[config.mk]
export PLATFORM = sky130hd
export DESIGN_NAME = bridge_arbiter_flat
export DESIGN_NICKNAME = d
export VERILOG_FILES = /design/src/rtl/bridge_arbiter_if.sv /design/src/rtl/bridge_arbiter.sv /design/src/flat_wrapper.sv
export SDC_FILE = /design/constraint.sdc
export NUM_CORES = 1
export LEC_CHECK = 0
export CORE_UTILIZATION = 44
export CTS_CLUSTER_SIZE = 24
export DETAILED_ROUTE_END_ITERATION = 12
export HOLD_SLACK_MARGIN = 0.08
export PLACE_DENSITY_LB_ADDON = 0.08
export SETUP_SLACK_MARGIN = 0.5
export SYNTH_ARGS = -nofsm -noshare
export SYNTH_HDL_FRONTEND = slang
export SYNTH_SLANG_ARGS = --single-unit
[constraint.sdc]
create_clock -name clk -period 12.8 [get_ports clk]
set_clock_uncertainty 0.1 [all_clocks]
set_input_delay 1.92 -clock clk [delete_from_list [all_inputs] [get_ports clk]]
set_output_delay 1.92 -clock clk [all_outputs]
set_load 0.05 [all_outputs]
[src/rtl/bridge_arbiter_if.sv]
// One master's single-beat request/response channel into the bridge arbiter.
// req/addr/wd/we are held by the master until ack; ack/err/rd come back from the arbiter.
interface bridge_arbiter_if;
    logic        req;
    logic [31:0] addr;
    logic [31:0] wd;
    logic        we;
    logic        ack;
    logic        err;
    logic [31:0] rd;

    modport master (
        output req, addr, wd, we,
        input  ack, err, rd
    );

    modport slave (
        input  req, addr, wd, we,
        output ack, err, rd
    );
endinterface

[src/rtl/bridge_arbiter.sv]
// Round-robin two-master arbiter/sequencer for the bridge processor port; legal access acks
// at t+WAIT_CYCLES+2, decode error at t+1; losers simply hold req until granted (no preemption).
module bridge_arbiter #(
    parameter int unsigned WAIT_CYCLES = 0,
    parameter logic [31:0] DEV_BASE    = 32'h0000_7f00,
    parameter logic [31:0] DEV_LAST    = 32'h0000_7f43,
    parameter logic [31:0] HOLE_LO     = 32'h0000_7f0c,
    parameter logic [31:0] HOLE_HI     = 32'h0000_7f0f
) (
    input  logic                    clk,
    input  logic                    reset,
    bridge_arbiter_if.slave         m0,
    bridge_arbiter_if.slave         m1,
    output logic [31:0]             PrAddr,
    output logic [31:0]             PrWD,
    output logic                    PrWE,
    input  logic [31:0]             PrRD,
    output logic                    busy,
    output logic                    owner
);

    typedef enum logic [1:0] {
        S_IDLE,
        S_ACCESS,
        S_DONE
    } state_t;

    localparam logic [3:0] WAIT_INIT = 4'(WAIT_CYCLES);

    state_t      state_q;
    logic [3:0]  cnt_q;
    logic        id_q;
    logic        we_q;
    logic        owner_q;
    logic [31:0] praddr_q;
    logic [31:0] prwd_q;
    logic        prwe_q;
    logic        ack0_q, ack1_q;
    logic        err0_q, err1_q;
    logic [31:0] rd0_q, rd1_q;

    logic        any_req_d;
    logic        sel_d;
    logic [31:0] addr_d;
    logic [31:0] wd_d;
    logic        we_d;
    logic        legal_d;

    // owner_q doubles as last-grant: on contention the other master wins.
    always_comb begin
        any_req_d = m0.req | m1.req;
        sel_d     = (m0.req & m1.req) ? ~owner_q : m1.req;
        addr_d    = sel_d ? m1.addr : m0.addr;
        wd_d      = sel_d ? m1.wd   : m0.wd;
        we_d      = sel_d ? m1.we   : m0.we;
        legal_d   = (addr_d[1:0] == 2'b00)
                 && (addr_d >= DEV_BASE) && (addr_d <= DEV_LAST)
                 && !((addr_d >= HOLE_LO) && (addr_d <= HOLE_HI));
    end

    always_ff @(posedge clk or posedge reset) begin
        if (reset) begin
            state_q  <= S_IDLE;
            cnt_q    <= 4'd0;
            id_q     <= 1'b0;
            we_q     <= 1'b0;
            owner_q  <= 1'b1;
            praddr_q <= 32'd0;
            prwd_q   <= 32'd0;
            prwe_q   <= 1'b0;
            ack0_q   <= 1'b0;
            ack1_q   <= 1'b0;
            err0_q   <= 1'b0;
            err1_q   <= 1'b0;
            rd0_q    <= 32'd0;
            rd1_q    <= 32'd0;
        end else begin
            ack0_q <= 1'b0;
            ack1_q <= 1'b0;
            err0_q <= 1'b0;
            err1_q <= 1'b0;
            case (state_q)
                S_IDLE: begin
                    if (any_req_d) begin
                        owner_q <= sel_d;
                        id_q    <= sel_d;
                        we_q    <= we_d;
                        if (legal_d) begin
                            state_q  <= S_ACCESS;
                            cnt_q    <= WAIT_INIT;
                            praddr_q <= addr_d;
                            prwd_q   <= wd_d;
                            prwe_q   <= we_d;
                        end else begin
                            // Decode error: bridge stays untouched, answer next cycle.
                            state_q <= S_DONE;
                            if (sel_d) begin
                                ack1_q <= 1'b1;
                                err1_q <= 1'b1;
                                rd1_q  <= 32'd0;
                            end else begin
                                ack0_q <= 1'b1;
                                err0_q <= 1'b1;
                                rd0_q  <= 32'd0;
                            end
                        end
                    end
                end
                S_ACCESS: begin
                    prwe_q <= 1'b0;
                    if (cnt_q == 4'd0) begin
                        state_q  <= S_DONE;
                        praddr_q <= 32'd0;
                        prwd_q   <= 32'd0;
                        if (id_q) begin
                            ack1_q <= 1'b1;
                            if (!we_q) rd1_q <= PrRD;
                        end else begin
                            ack0_q <= 1'b1;
                            if (!we_q) rd0_q <= PrRD;
                        end
                    end else begin
                        cnt_q <= cnt_q - 4'd1;
                    end
                end
                S_DONE: begin
                    state_q <= S_IDLE;
                end
                default: begin
                    state_q <= S_IDLE;
                end
            endcase
        end
    end

    assign PrAddr = praddr_q;
    assign PrWD   = prwd_q;
    assign PrWE   = prwe_q;
    assign busy   = (state_q != S_IDLE);
    assign owner  = owner_q;

    assign m0.ack = ack0_q;
    assign m0.err = err0_q;
    assign m0.rd  = rd0_q;
    assign m1.ack = ack1_q;
    assign m1.err = err1_q;
    assign m1.rd  = rd1_q;

endmodule

[src/flat_wrapper.sv]
// flat-port wrapper written by rule: the top's interface ports become plain ports
module bridge_arbiter_flat 
#(
    parameter int unsigned WAIT_CYCLES = 0,
    parameter logic [31:0] DEV_BASE    = 32'h0000_7f00,
    parameter logic [31:0] DEV_LAST    = 32'h0000_7f43,
    parameter logic [31:0] HOLE_LO     = 32'h0000_7f0c,
    parameter logic [31:0] HOLE_HI     = 32'h0000_7f0f
)
  (clk, reset, PrAddr, PrWD, PrWE, PrRD, busy, owner, m0_req, m0_addr, m0_wd, m0_we, m0_ack, m0_err, m0_rd, m1_req, m1_addr, m1_wd, m1_we, m1_ack, m1_err, m1_rd);
  bridge_arbiter_if m0_i ();
  bridge_arbiter_if m1_i ();
  input  logic clk;
  input  logic reset;
  output logic [31:0] PrAddr;
  output logic [31:0] PrWD;
  output logic PrWE;
  input  logic [31:0] PrRD;
  output logic busy;
  output logic owner;
  input wire logic [$bits(m0_i.req)-1:0] m0_req;
  input wire logic [$bits(m0_i.addr)-1:0] m0_addr;
  input wire logic [$bits(m0_i.wd)-1:0] m0_wd;
  input wire logic [$bits(m0_i.we)-1:0] m0_we;
  output wire logic [$bits(m0_i.ack)-1:0] m0_ack;
  output wire logic [$bits(m0_i.err)-1:0] m0_err;
  output wire logic [$bits(m0_i.rd)-1:0] m0_rd;
  input wire logic [$bits(m1_i.req)-1:0] m1_req;
  input wire logic [$bits(m1_i.addr)-1:0] m1_addr;
  input wire logic [$bits(m1_i.wd)-1:0] m1_wd;
  input wire logic [$bits(m1_i.we)-1:0] m1_we;
  output wire logic [$bits(m1_i.ack)-1:0] m1_ack;
  output wire logic [$bits(m1_i.err)-1:0] m1_err;
  output wire logic [$bits(m1_i.rd)-1:0] m1_rd;
  assign m0_i.req = m0_req;
  assign m0_i.addr = m0_addr;
  assign m0_i.wd = m0_wd;
  assign m0_i.we = m0_we;
  assign m0_ack = m0_i.ack;
  assign m0_err = m0_i.err;
  assign m0_rd = m0_i.rd;
  assign m1_i.req = m1_req;
  assign m1_i.addr = m1_addr;
  assign m1_i.wd = m1_wd;
  assign m1_i.we = m1_we;
  assign m1_ack = m1_i.ack;
  assign m1_err = m1_i.err;
  assign m1_rd = m1_i.rd;
  bridge_arbiter #(.WAIT_CYCLES(WAIT_CYCLES), .DEV_BASE(DEV_BASE), .DEV_LAST(DEV_LAST), .HOLE_LO(HOLE_LO), .HOLE_HI(HOLE_HI)) u_core (.clk(clk), .reset(reset), .m0(m0_i), .m1(m1_i), .PrAddr(PrAddr), .PrWD(PrWD), .PrWE(PrWE), .PrRD(PrRD), .busy(busy), .owner(owner));
endmodule
==> results of run 1 <==
==> cell type report <==
| type | count | area, um^2 |
|---|---|---|
| sequential | 142 | 3550 |
| fill | 941 | 3540 |
| timing repair buffer | 310 | 3080 |
| multi-input combinational | 292 | 2340 |
| clock buffer | 27 | 523 |
| tap | 176 | 220 |
| clock inverter | 4 | 75.1 |
| inverter | 5 | 23.8 |
==> registers in the layout, indices dropped and copies added, names as in the netlist, 2 cells and up <==
signal	count
u_core.PrWD	32
u_core.PrAddr	32
u_core.state_q	2
u_core.cnt_q	4
u_core.m1.rd	32
u_core.m0.rd	32
==> metal layers <==
layer | vias to the layer above | track usage (%) | share of wire [%]
met2 | 222 | 43.8 | 49
met5 | - | 0 | 0
met4 | 0 | 10.4 | 2.3
met3 | 34 | 7.71 | 8.3
li1 | 2418 | - | -
met1 | 2557 | 31.2 | 40
==> worst max path at each step <==
stage | startpoint | to | slack, ns | depth (start not counted)
detailed placement | m1_req | u_core.PrAddr[3] | 7.90 | 9
CTS | m1_req | u_core.PrAddr[3] | 8.31 | 9
finish | m1_req | u_core.PrAddr[3] | 8.31 | 9
global route | m1_req | u_core.PrAddr[3] | 8.17 | 9
floorplan | reset | u_core.PrAddr[0] | 6.97 | 1
global placement | m1_req | u_core.PrAddr[3] | 8.02 | 9
==> cells in the final DEF, fill, tap and decap left out, types with 3 or more instances in the layout <==
master             n
inv_1              4
and2_1            20
buf_4             10
clkbuf_16         17
nor2_1            11
a22o_1            32
dfrtp_1          141
nand3_1            5
clkdlybuf4s50_1  300
a22oi_1           31
a21o_1            11
clkbuf_1           4
o2bb2ai_1         68
a21oi_1            3
nor3_1             4
mux2i_1           37
nor2_2             5
nand2_1           11
clkbuf_8           6
o21ai_0            5
nor4_1             8
==> cells by family after synthesis <==
logic type | synth area share, %
compound gates | 23.8
xor+xnor | 0.289
fa+ha+maj | 0.206
buf+inv | 3.14
flops | 58.6
mux | 6.11
simple gates | 7.82
==> metrics by stage <==
step	utilization, %	std cells	cell area (um^2)	worst slack (ns)
2_1_floorplan	-	474	6070	6.97
3_3_place_gp	69.0	925	9210	8.02
3_5_place_dp	69.0	925	9210	7.90
4_1_cts	73.5	956	9810	8.31
5_1_grt	73.5	956	9810	8.17
6_report	73.5	956	9810	8.31
==> power groups by stage <==
stage               sequential, mW  clock (mW)  combinational [mW]
floorplan                    0.580           0              0.0749
global placement             0.497           0               0.280
detailed placement           0.498           0               0.283
CTS                          0.491       0.502               0.284
global route                 0.494       0.521               0.295
finish                       0.492       0.493               0.282
==> critical path, delay by kind of cell <==
kind,cells,cell delay (ns)
and+or+nand+nor,1,0.15
AOI/OAI and AO/OA,5,1.04
buffers and inverters,3,1.60
==> impl_metrics.tcl, run 1 <==
set metrics [dict create \
    status "finished clean" \
    tritoncts "yes" \
    yosys.area.top_type_share_pct 58.2 \
    diodes 0 \
    netlist_instances 474 \
    clock_power_share_pct 38.9 \
    worstHoldPathType "reg2reg" \
    cts_buffer_depth 2 \
    wirelength_um 18100 \
    cts.sinks 142 \
    postCtsHoldBufs 0 \
    cts_root_buf "clkbuf_16" \
    yosysMostFrequentCell "dfrtp_1" \
    pwr-share-comb_pct 22.3 \
    dp_hpwl_um 13000 \
    synthArstFlopShare_pct 100 \
    crit_slowest_cell "buf_4" \
    cpMostUsedCell "buf_4" \
    viasPerCell 5.47 \
    grt_max_degree 81 \
    grt_overflow 0 \
    p_sw_mw 0.356 \
    dominantRegCellSynth "dfrtp_1" \
    rrSetupSlack_ns 9.97 \
    synth.cells.most_frequent "dfrtp_1 (141), o2bb2ai_1 (68), mux2i_1 (37)" \
    yosys-top-cells-area "dfrtp_1 (58%), o2bb2ai_1 (9.8%), mux2i_1 (6.1%)" \
    syn_to_final_growth_pct 61.7 \
    core-area_mm2 0.0133 \
    synth_seq_cells 142 \
    tightest_slew_ns 0.961 \
    internal-power_mw 0.911 \
    timing.fmax_mhz 222 \
    yosysUniqueCellTypes 52 \
    avgRoutedWirePerCell_um 18.9 \
    hold_ws_ns 0.378 \
    synth_edf_count 0 \
    cts_made_buffers 17 \
    grt_pass1_wl_um 28500 \
    min_period_ns 4.49 \
    row_count 42 \
    die_h_um 119 \
    gp_congestion 0.937 \
    maxCapViolCount 0 \
    initialDrtViolationCount 226 \
    ant_nets 0 \
    synth_nets 641 \
    worstHoldStart "u_core.PrAddr[10]" \
    powerDensity_mw_per_mm2 129 \
    timing_hold_violations_final 0 \
    relSlewSlack_pct 35.9 \
    setup_viol 0 \
    post_cts_buffers 0 \
    yosys_warnings 0 \
    die_area_mm2 0.0143 \
    ys_seq_area_share_pct 58.6 \
    seq_power_share_pct 38.8 \
    critPathKind "in2reg" \
    vdd_ir_drop_max_mv 0.114 \
    cts.repair.resized 0 \
    path_max_fanout 64 \
    grt_use_total_pct 26.0 \
    whs_path_depth 1 \
    ff2ff_path_depth 8 \
    power.leakage_nw 4.15 \
    grt_antenna_before_repair 0 \
    pin_count 301 \
    r2r_end "u_core.PrAddr[3]" \
    start_util_pct 45.4 \
    min_to "u_core.PrAddr[10]" \
    die_w_um 119 \
    crit-reg2reg-launch "u_core.owner" \
    worstPathRequired_ns 13.05 \
    swShare_pct 28.1 \
    cp-end-kind "flop" \
    slew_viol_final 0 \
    arrival_ns 4.74 \
    total_power_mw 1.27 \
    vias 5231 \
    max_stage_delay_ns 0.55 \
    portBuffers 300 \
    drtPass1Iterations 4 \
    post-route-period-util_pct 35.1 \
    synth_area_mm2 0.00607 \
    startpoint_type "input port" \
    layout-drive-gt1-share_pct 7.31 \
    timing.setup.tns_ns 0 \
    finalNetCount 935 \
    drc 0 \
    worstPathCellList "clkdlybuf4s50_1, a21boi_4, buf_4, nor4_1, a32o_1, o211a_4, o21ai_4, buf_4, a22o_1" \
    clk_latency_ns 0.41 \
    yosysTopAreaCell "dfrtp_1" \
    syn_avg_cell_area_um2 12.8 \
    clkTransAtPathRegs_ns 0.05 \
    grt_pass1_vias 5366 \
    rsz0062_at_grt "no" \
    htree_levels 4 \
]
Power figures use the tool's default switching activity.
==> run 2: changes to the inputs <==
Settings changed: CORE_UTILIZATION 44 to 37.
Clock period 12.8 ns to 4.05 ns, I/O delays scaled along.
==> impl_metrics.tcl, run 2 (synthesis results as in run 1) <==
set metrics [dict create \
    maxCapViolCount 0 \
    grt_antenna_before_repair 0 \
    stdcell_count 998 \
    drc 0 \
    grt_use_total_pct 23.1 \
    ant_nets 0 \
    vdd_ir_drop_max_mv 0.294 \
    critPathKind "in2reg" \
    post_cts_buffers 0 \
    cts_buffer_depth 2 \
    status "finished clean" \
    dp_hpwl_um 14000 \
    layout-drive-gt1-share_pct 7.42 \
    timing.setup.tns_ns 0 \
    vias 5158 \
    gr-max-usage-layer "met2" \
    wirelength_um 19100 \
    r2r_end "u_core.PrWD[29]" \
    rrSetupSlack_ns 1.32 \
    rsz0062_at_grt "no" \
    grt_max_degree 73 \
    grt_overflow 0 \
    relSlewSlack_pct 45.6 \
    portBuffers 300 \
    grt_use_met1_pct 27.5 \
    row_count 46 \
    mostFrequentLayoutCell "clkdlybuf4s50_1" \
    arrival_ns 3.32 \
    cp-end-kind "flop" \
    critPathBufInv 2 \
    cts.repair.resized 0 \
    finalNetCount 937 \
    die_h_um 130 \
    die_area_mm2 0.0169 \
    powerDensity_mw_per_mm2 411 \
    pin_count 301 \
    post-route-period-util_pct 76.5 \
    postCtsHoldBufs 0 \
    crit_slowest_cell "o21ai_4" \
    viasPerCell 5.17 \
    clkTransAtPathRegs_ns 0.05 \
    clk_latency_ns 0.41 \
    layout_common_cells "clkdlybuf4s50_1 (300), dfrtp_1 (141), o2bb2ai_1 (68)" \
    cts_made_buffers 17 \
    grt_pass1_wl_um 29400 \
    syn_to_final_growth_pct 63.1 \
    tritoncts "yes" \
    tightest_slew_ns 0.814 \
    met2_usage_pct 38.4 \
    drtPass1Iterations 4 \
    crit-reg2reg-launch "u_core.owner" \
    grt_pass1_vias 5350 \
    setup_viol 0 \
    max_stage_delay_ns 0.64 \
    htree_levels 4 \
    crit_path_start "m1_req" \
    core-area_mm2 0.0159 \
    place_inst 967 \
    grt_use_met3_pct 7.54 \
    worst-path-stages 8 \
    start_util_pct 38.0 \
    gp_congestion 0.908 \
    timing_hold_violations_final 0 \
    startpoint_type "input port" \
    die_w_um 130 \
    crit_end "u_core.PrWD[29]" \
    place_ws_ns 0.495 \
    ff2ff_path_depth 7 \
    avgRoutedWirePerCell_um 19.1 \
    worstHoldPathType "reg2reg" \
    power.leakage_nw 4.17 \
    worstPathCellList "clkdlybuf4s50_1, a21boi_4, nor4_1, a32o_1, o211a_4, o21ai_4, buf_4, o2bb2ai_1" \
    path_max_fanout 36 \
    min_period_ns 3.10 \
    cts_root_buf "clkbuf_16" \
    critPathTopFamily "compound AO/OA/AOI/OAI gates" \
    worstPathRequired_ns 4.27 \
    timing.fmax_mhz 323 \
    setup_ws_ns 0.951 \
    initialDrtViolationCount 243 \
    diodes 0 \
    slew_viol_final 0 \
    cts.sinks 142 \
]
-- run 2: layout make-up --
type                       instances  area (um^2)
clock buffer                      24          472
clock inverter                     7          135
fill                            1289         6050
inverter                           5         22.5
multi-input combinational        292         2340
sequential                       142         3550
tap                              216          270
timing repair buffer             312         3110
-- run 2: through the flow --
step | hold slack (ns) | power, mW | utilization [%] | area (um^2)
after floorplan | 0.373 | 2.07 | - | 6070
after global placement | 0.361 | 2.47 | 58.3 | 9290
after detailed placement | 0.369 | 2.48 | 58.3 | 9290
after CTS | 0.381 | 4.11 | 62.1 | 9900
after global routing | 0.388 | 4.22 | 62.1 | 9900
final | 0.374 | 4.07 | 62.1 | 9900
-- run 2: metal layers --
metal  part of all wire (%)  up-vias
met5                      0        -
met4                    2.0        0
met3                    8.8       28
met2                     48      194
met1                     41     2517
li1                       -     2419
-- run 2: worst min path at each step --
stage | startpoint | endpoint | slack, ns | cells after the start
6_report | u_core.PrAddr[13] | u_core.PrAddr[13] | 0.37 | 1
5_1_grt | u_core.PrAddr[13] | u_core.PrAddr[13] | 0.39 | 1
4_1_cts | u_core.PrAddr[13] | u_core.PrAddr[13] | 0.38 | 1
3_5_place_dp | u_core.PrAddr[13] | u_core.PrAddr[13] | 0.37 | 1
3_3_place_gp | u_core.PrAddr[14] | u_core.PrAddr[14] | 0.36 | 1
2_1_floorplan | u_core.we_q | u_core.we_q | 0.37 | 1
-- run 2: power breakdown --
part | total, mW | switching [mW] | internal, mW
logic | 0.896 | 0.519 | 0.378
clock network | 1.62 | 0.560 | 1.06
registers | 1.56 | 0.0544 | 1.50
total | 4.07 | 1.13 | 2.94
